===== config.mk =====
export PLATFORM = sky130hd
export DESIGN_NAME = load_store_unit
export DESIGN_NICKNAME = d
export VERILOG_FILES = /design/src/rtl/lsu_pkg.sv /design/src/rtl/load_extend.sv /design/src/rtl/load_store_unit.sv
export SDC_FILE = /design/constraint.sdc
export NUM_CORES = 1
export LEC_CHECK = 0
export CORE_UTILIZATION = 25
export DETAILED_ROUTE_END_ITERATION = 6
export DONT_BUFFER_PORTS = 1
export PLACE_DENSITY = 0.47
export SLEW_MARGIN = 20
export SYNTH_ARGS = -nofsm -noshare
export SYNTH_HDL_FRONTEND = slang
export SYNTH_SLANG_ARGS = --single-unit
export TNS_END_PERCENT = 50

===== constraint.sdc =====
create_clock -name clk -period 2.5 [get_ports clk]
set_clock_uncertainty 0.05 [all_clocks]
set_input_delay 0.25 -clock clk [delete_from_list [all_inputs] [get_ports clk]]
set_output_delay 0.25 -clock clk [all_outputs]
set_load 0.01 [all_outputs]

===== src/rtl/lsu_pkg.sv =====
// Shared encodings for the load/store unit: access sizes, FSM states and size decode helpers.
package lsu_pkg;

   typedef enum logic [2:0] {
      SZ_WORD   = 3'b000,
      SZ_HALF   = 3'b001,
      SZ_BYTE   = 3'b010,
      SZ_WORD_S = 3'b100,
      SZ_HALF_S = 3'b101,
      SZ_BYTE_S = 3'b110
   } size_e;

   typedef enum logic [1:0] {
      IDLE = 2'b00,
      XFER = 2'b01,
      RESP = 2'b10
   } state_e;

   localparam int BUF_BYTES = 4;

   function automatic logic [2:0] beat_count(input logic [2:0] size);
      case (size)
         SZ_WORD, SZ_WORD_S: beat_count = 3'd4;
         SZ_HALF, SZ_HALF_S: beat_count = 3'd2;
         default:            beat_count = 3'd1;
      endcase
   endfunction

   // Encodings 011 and 111 have no defined width.
   function automatic logic size_invalid(input logic [2:0] size);
      size_invalid = (size[1:0] == 2'b11);
   endfunction

endpackage


===== src/rtl/load_extend.sv =====
// Load byte assembly (inserts the current beat into the buffer) and zero/sign extension of the result.
module load_extend
   import lsu_pkg::*;
#(
   parameter int DWIDTH = 32
) (
   input  logic [31:0]       buf_data,
   input  logic [1:0]        beat,
   input  logic [7:0]        byte_in,
   input  logic [2:0]        size,
   output logic [31:0]       buf_next,
   output logic [DWIDTH-1:0] data
);

   always_comb begin
      buf_next = buf_data;
      buf_next[{beat, 3'b000} +: 8] = byte_in;
   end

   always_comb begin
      data = '0;
      case (size[1:0])
         2'b01: begin
            data[15:0] = buf_data[15:0];
            if (size[2]) data[DWIDTH-1:16] = {(DWIDTH-16){buf_data[15]}};
         end
         2'b10: begin
            data[7:0] = buf_data[7:0];
            if (size[2]) data[DWIDTH-1:8] = {(DWIDTH-8){buf_data[7]}};
         end
         default: data[31:0] = buf_data;
      endcase
   end

endmodule


===== src/rtl/load_store_unit.sv =====
// Byte-serial load/store unit: one memory byte per cycle, then a one-cycle response.
// Build option LSU_ALIGN_CHECK_EN rejects misaligned half/word accesses instead of splitting them.
//
// state | meaning
// IDLE  | ready for a request
// XFER  | issuing one byte beat per cycle
// RESP  | rsp_valid pulse, then back to IDLE
module load_store_unit
   import lsu_pkg::*;
#(
   parameter int AWIDTH = 32,
   parameter int DWIDTH = 32
) (
   input  logic              clk,
   input  logic              rst,
   input  logic              req_valid,
   output logic              req_ready,
   input  logic              req_we,
   input  logic [2:0]        req_size,
   input  logic [AWIDTH-1:0] req_addr,
   input  logic [DWIDTH-1:0] req_wdata,
   output logic              rsp_valid,
   output logic [DWIDTH-1:0] rsp_rdata,
   output logic              rsp_err,
   output logic              mem_en,
   output logic              mem_we,
   output logic [AWIDTH-1:0] mem_addr,
   output logic [7:0]        mem_wdata,
   input  logic [7:0]        mem_rdata
);

   state_e              state_q, state_d;
   logic                we_q;
   logic [2:0]          size_q;
   logic [AWIDTH-1:0]   addr_q;
   logic [31:0]         wdata_q;
   logic [1:0]          beat_q;
   logic [31:0]         buf_q;
   logic [31:0]         buf_next;
   logic                err_q;
   logic                accept;
   logic                reject;
   logic                misaligned;
   logic [1:0]          last_beat;
   logic [DWIDTH-1:0]   ext_data;

`ifdef LSU_ALIGN_CHECK_EN
   always_comb begin
      misaligned = 1'b0;
      case (req_size[1:0])
         2'b00:   misaligned = (req_addr[1:0] != 2'b00);
         2'b01:   misaligned = req_addr[0];
         default: misaligned = 1'b0;
      endcase
   end
`else
   assign misaligned = 1'b0;
`endif

   assign reject    = size_invalid(req_size) || misaligned;
   assign last_beat = 2'(beat_count(size_q) - 3'd1);

   load_extend #(.DWIDTH(DWIDTH)) u_load_extend (
      .buf_data (buf_q),
      .beat     (beat_q),
      .byte_in  (mem_rdata),
      .size     (size_q),
      .buf_next (buf_next),
      .data     (ext_data)
   );

   always_comb begin
      state_d   = state_q;
      req_ready = 1'b0;
      accept    = 1'b0;
      mem_en    = 1'b0;
      mem_we    = 1'b0;
      mem_addr  = '0;
      mem_wdata = '0;
      rsp_valid = 1'b0;
      rsp_err   = 1'b0;
      rsp_rdata = '0;
      case (state_q)
         IDLE: begin
            req_ready = !rst;
            accept    = req_valid && !rst;
            if (accept) state_d = reject ? RESP : XFER;
         end
         XFER: begin
            mem_en    = 1'b1;
            mem_we    = we_q;
            mem_addr  = addr_q + AWIDTH'(beat_q);
            mem_wdata = wdata_q[{beat_q, 3'b000} +: 8];
            if (beat_q == last_beat) state_d = RESP;
         end
         RESP: begin
            rsp_valid = 1'b1;
            rsp_err   = err_q;
            if (!err_q && !we_q) rsp_rdata = ext_data;
            state_d   = IDLE;
         end
         default: state_d = IDLE;
      endcase
   end

   always_ff @(posedge clk) begin
      if (rst) begin
         state_q <= IDLE;
         we_q    <= 1'b0;
         size_q  <= 3'b000;
         addr_q  <= '0;
         wdata_q <= '0;
         beat_q  <= 2'd0;
         buf_q   <= '0;
         err_q   <= 1'b0;
      end else begin
         state_q <= state_d;
         if (accept) begin
            we_q    <= req_we;
            size_q  <= req_size;
            addr_q  <= req_addr;
            wdata_q <= req_wdata[31:0];
            beat_q  <= 2'd0;
            buf_q   <= '0;
            err_q   <= reject;
         end else if (state_q == XFER) begin
            beat_q <= beat_q + 2'd1;
            if (!we_q) buf_q <= buf_next;
         end
      end
   end

endmodule


* Word-level counts from Yosys, hierarchy flattened
Cells that the tools add are included.
** Word-level totals
- Word-level logic and storage cells :: 58
- Flip-flop bits (word level) :: 105
** Operators by class
- Reductions and logical operators :: 12
- Add/sub/neg operators :: 4
- Bitwise operators :: 1
- Shifts and indexed selects :: 3
- Eq/ne operators :: 11
- Mux-type cells :: 19
** Operators with widths (count)
- $mux 32 :: 3
- $pmux 32 s2 :: 1
- $add 32x2->32 :: 1
- $bwmux 32 :: 1
- $shift 8x7->32 const A :: 1
- $shiftx 32x6->8 :: 1
- $shiftx 8x7->32 :: 1
- $mux 24 :: 1
- $mux 16 :: 1
- $mux 8 :: 1
- $pmux 2 s2 :: 2
- $neg 5->7 :: 1
- $eq 2x2->1 const B :: 3
- $eq 3x3->1 const B :: 2
- $mux 1 :: 6
- $mux 2 :: 3
- $reduce_or 2->1 :: 3
- $eq 2x1->1 const B :: 2
- $ne 2x2->1 const B :: 2
- $reduce_and 2->1 :: 2
- $eq 3x1->1 const B :: 1
- $logic_not 1->1 :: 3
- $logic_not 3->1 :: 1
- $add 2x1->2 const B :: 1
- other kinds (5) :: 6

* Depth between registers and ports, before layout
- Depth in word-level cells :: 7
- Depth in mapped cells :: 8
- Gate-level depth less buffers :: 6

* Modules after synthesis
Synthesis repeated with hierarchy kept, for this count alone.
** Second synthesis, totals
- Cells, all modules :: 799
- Area, all modules :: 6152.2 um^2
** By module, submodules not included
- load_store_unit :: instances 1, seq. area each 2102.0 um^2, cells an instance 668, area an instance 5240.0 um^2
- load_extend :: instances 1, seq. area each 0.0 um^2, cells an instance 131, area an instance 912.1 um^2

* Worst setup path before layout
No wires, ideal clock.
- Path type :: register to output
- From :: reg beat_q[0]
- To :: out mem_addr[26]
- Arrival :: 2.018 ns
- Stages on the path, launching flop included :: 8
- Slack :: 0.182 ns
- Cell sequence :: dfxtp_1 ha_1 fa_1 and4_1 buf_2 nand2_1 or4_1 a21oi_1
** Between the ends
- Word-level cells in the longest chain between the ends :: 2
** Ends and longest elaborated chain
- from (decl) :: RTL line load_store_unit.sv:37 : logic [1:0] beat_q;
- from (signal assigned) :: RTL line load_store_unit.sv:127 : beat_q <= beat_q + 2'd1;
- $add 32x2->32 :: RTL line load_store_unit.sv:92 : mem_addr = addr_q + AWIDTH'(beat_q);
- $mux 32 :: RTL line load_store_unit.sv:83 : case (state_q)
- to (decl) :: RTL line load_store_unit.sv:27 : output logic [AWIDTH-1:0] mem_addr,
No other way between the ends.

* Worst setup path in the final report
- From :: reg beat_q[0]
- To :: out mem_addr[30]
Same word-level chain as after synthesis.

==> results.yml <==
worst_setup_path:
  arrival_ps: 2290
  r2r_cells: 7
  start_kind: "flop"
  path_delay_family: "simple AND/OR/NAND/NOR gates"
  crit_path_top_delay_cell: "or4_4"
  slowest_delay_ps: 560
  required_ps: 2200
  timing.critical_path.buf_inv: 1
  path_depth: 7
  path_cells: "ha_4 -> fa_2 -> and4_4 -> nand4_1 -> or4_4 -> a21oi_4 -> buf_6"
  crit_path_max_fanout: 4
  crit_type: "flop to output port"
  crit_path_end_kind: "output port"
synth:
  yosys_warnings: 0
  yosysSeqAreaShare_pct: 38.4
  synth.net_count: 804
  synth.avg_cell_area_sq_um: 7.68
  synth_area_sq_um: 5470
  synth_seq_cells: 105
  syn_inst: 712
  synth.distinct_cells: 40
clocking:
  clockBufferDepth: 2
  clock-sinks: 105
  worstSkewPairLatency_ps: 350
  cts_tree: "yes"
  htree_num_levels: 3
  cts_made_buffers: 9
  cts_root_buffer: "clkbuf_16"
  clk_pin_slew_ps: 80
die:
  initial_core_util_pct: 25.8
  coreArea_sq_um: 21200
  die_h_microns: 150
  dieArea_sq_um: 22500
  die_x_microns: 150
  num_rows: 53
  ios: 156
placement:
  place_area_sq_um: 5850
  place_ws_ps: 158
  globalplace.congestion: 0.759
  post-dp-hpwl_mm: 11.2
  numPortBuffers: 0
cells_and_area:
  stdcell_area_sq_um: 7010
  nets: 879
  syn_to_final_growth_pct: 28.0
  fill_cells: 2247
  multi_input_area_sq_um: 3180
  drive_gt1_share_pct: 10.7
  final-seq-area_sq_um: 2110
global_route:
  grt_pass1_wl_mm: 26.1
  grt_max_degree: 140
  antenna_found_initial: 1
  grt_use_met1_pct: 19.8
  use_met3_pct: 3.75
  met2_usage_pct: 24.4
  grt_pass1_vias: 4792
  gr-total-overflow: 0
  grtUsageTotal_pct: 15.1
  top_usage_layer: "met2"
hold_path:
  min_path_type: "primary input to flop"
  hold_path_depth: 2
outcome:
  violations: "setup timing"
  outcome: "finished, violations left"
sta:
  setup_ws_ps: -91.8
  slew_viol_final: 0
  rsz0062_at_grt: "yes"
  setup_viol: 8
  finalCritPeriodShare_pct: 104
  worst_pin_slew_ps: 678
  relSlewSlack_pct: 54.8
  hold_viol_final: 0
  finalSetupTns_ps: -449
  fmax_mhz: 386
  min_period_ps: 2590
detailed_routing:
  post_drt_wl_per_cell_microns: 15.6
  first_pass_iters: 4
  drt-initial-drc-count: 259
  drcViolationCount: 0
  postRouteWirelength_mm: 16.7
  via_per_inst: 4.65
  vias: 4963
  ant_nets: 0
power:
  leakage_nw: 2.30
  vdd_drop_max_mv: 0.281
  switching_share_pct: 28.7
  power.switching_w: 0.00110
  powerDensity_nw_per_um2: 546
  internal_power_w: 0.00273
  clockPowerShare_pct: 36.3
  pwr-share-seq_pct: 48.9
  power_frac_comb_pct: 14.9
run:
  maxCapViolCount: 0
worst paths after layout:
kind                startpoint      endpoint  slack, ps
setup / recovery     beat_q[0]  mem_addr[30]        -90
hold / removal    mem_rdata[2]     buf_q[26]         20
setup reg to reg    state_q[1]         err_q        260
hold reg to reg      buf_q[17]     buf_q[17]        400
cell type report:
cell class / count / area share [%]
flip-flops and latches: 105 / 30.2
well taps: 275 / 4.91
multi-input cells: 549 / 45.4
clock inverters: 7 / 0.786
repair buffers: 111 / 14.9
inverters: 11 / 0.589
diodes: 1 / 0.0357
clock buffers: 9 / 3.21
logic make-up after synthesis:
logic type      Yosys count  synth area share, %
compound gates          151                 14.7
simple gates            362                 33.7
flops                   105                 38.4
fa+ha+maj                13                 3.11
xor+xnor                 14                 2.24
mux                       9                 3.48
buf+inv                  58                 4.34
placed cells by master (no fill, tap or decap), types with 2 or more instances in the layout:
master / n
nand2b_1: 62
nor3b_1: 4
or2b_1: 5
a21oi_2: 3
o21ai_0: 69
dfxtp_1: 95
o21a_1: 2
and2_0: 2
buf_4: 30
clkbuf_16: 9
nand4_1: 8
nand3_1: 40
or4_1: 10
xnor2_1: 7
inv_1: 11
dfxtp_2: 10
nor2_1: 45
and4_1: 3
xor2_1: 7
nor3_1: 6
dlygate4sd3_1: 78
or3_1: 5
nand4_2: 2
clkinvlp_4: 4
ha_1: 11
and2_1: 27
mux4_2: 8
a21oi_1: 57
nand2_1: 129
o31ai_1: 17
per-layer routing:
metal | routed length, microns | vias to the layer above
li1 | - | 2570
met1 | 8020 | 2277
met2 | 7580 | 106
met3 | 881 | 10
met4 | 199 | 0
met5 | 0 | -
flip-flops by register name, indices dropped and copies added (netlist names):
signal,flops
addr_q,32
beat_q,2
buf_q,32
err_q,1
size_q,3
state_q,2
wdata_q,32
we_q,1
cell usage after synthesis, drive strengths merged:
| cell | instances | area share [%] |
|---|---|---|
| nor4 | 2 | 0.34 |
| or3 | 6 | 0.78 |
| clkbuf | 31 | 2.1 |
| nand3 | 41 | 3.8 |
| mux2i | 1 | 0.18 |
| o31ai | 17 | 2.3 |
| or4 | 11 | 1.5 |
| o21a | 2 | 0.27 |
| nand2 | 130 | 8.9 |
| or2 | 1 | 0.11 |
| and3 | 1 | 0.11 |
| mux4 | 8 | 3.3 |
| and4 | 5 | 0.82 |
| nand2b | 62 | 7.1 |
| nor3 | 7 | 0.73 |
| a31oi | 1 | 0.11 |
| buf | 16 | 1.5 |
| or2b | 5 | 0.69 |
| nor2 | 45 | 3.1 |
| nor4b | 1 | 0.16 |
| xnor2 | 7 | 1.1 |
| inv | 11 | 0.75 |
| o21ai | 69 | 6.3 |
| dfxtp | 105 | 38 |
| fa | 1 | 0.37 |
| xor2 | 7 | 1.1 |
| nor3b | 4 | 0.55 |
| and2 | 30 | 3.4 |
| nand4 | 10 | 1.4 |
| a21oi | 61 | 5.6 |
| nor2b | 1 | 0.11 |
| ha | 12 | 2.7 |
| a22oi | 1 | 0.14 |
what timing repair did:
action | in CTS | in global routing
setup buffers | 2 | 2
setup endpoints to repair | 16 | 16
endpoints found under the hold margin | 100 | 0
gates resized for setup | 7 | 16
hold buffers | 78 | 0
pin swaps | 4 | 5
power by group through the flow:
stage / clock network [W] / registers, W / logic (W)
6_report: 0.00139 / 0.00187 / 0.000569
5_1_grt: 0.00153 / 0.00189 / 0.000643
4_1_cts: 0.00146 / 0.00186 / 0.000576
3_5_place_dp: 0 / 0.00190 / 0.000462
3_3_place_gp: 0 / 0.00190 / 0.000457
2_1_floorplan: 0 / 0.00188 / 0.000350
per-stage QoR:
stage | instances | utilization [%] | hold WS, ps | total power, W
global placement | 969 | 27.6 | 278 | 0.00236
detailed placement | 969 | 27.6 | 283 | 0.00236
global route | 1068 | 33.0 | 11.0 | 0.00405
floorplan | 712 | - | 308 | 0.00223
finish | 1068 | 33.0 | 24.0 | 0.00382
CTS | 1065 | 32.7 | 0.617 | 0.00390
worst reg2reg max path, cell delays in order (launching register included):
cell	delay, ps
dfxtp_1	350
nor3_1	190
buf_4	180
and2_4	160
buf_12	400
nand2b_1	180
a21oi_1	60
dlygate4sd3_1	560
Power figures use the tool's default switching activity.
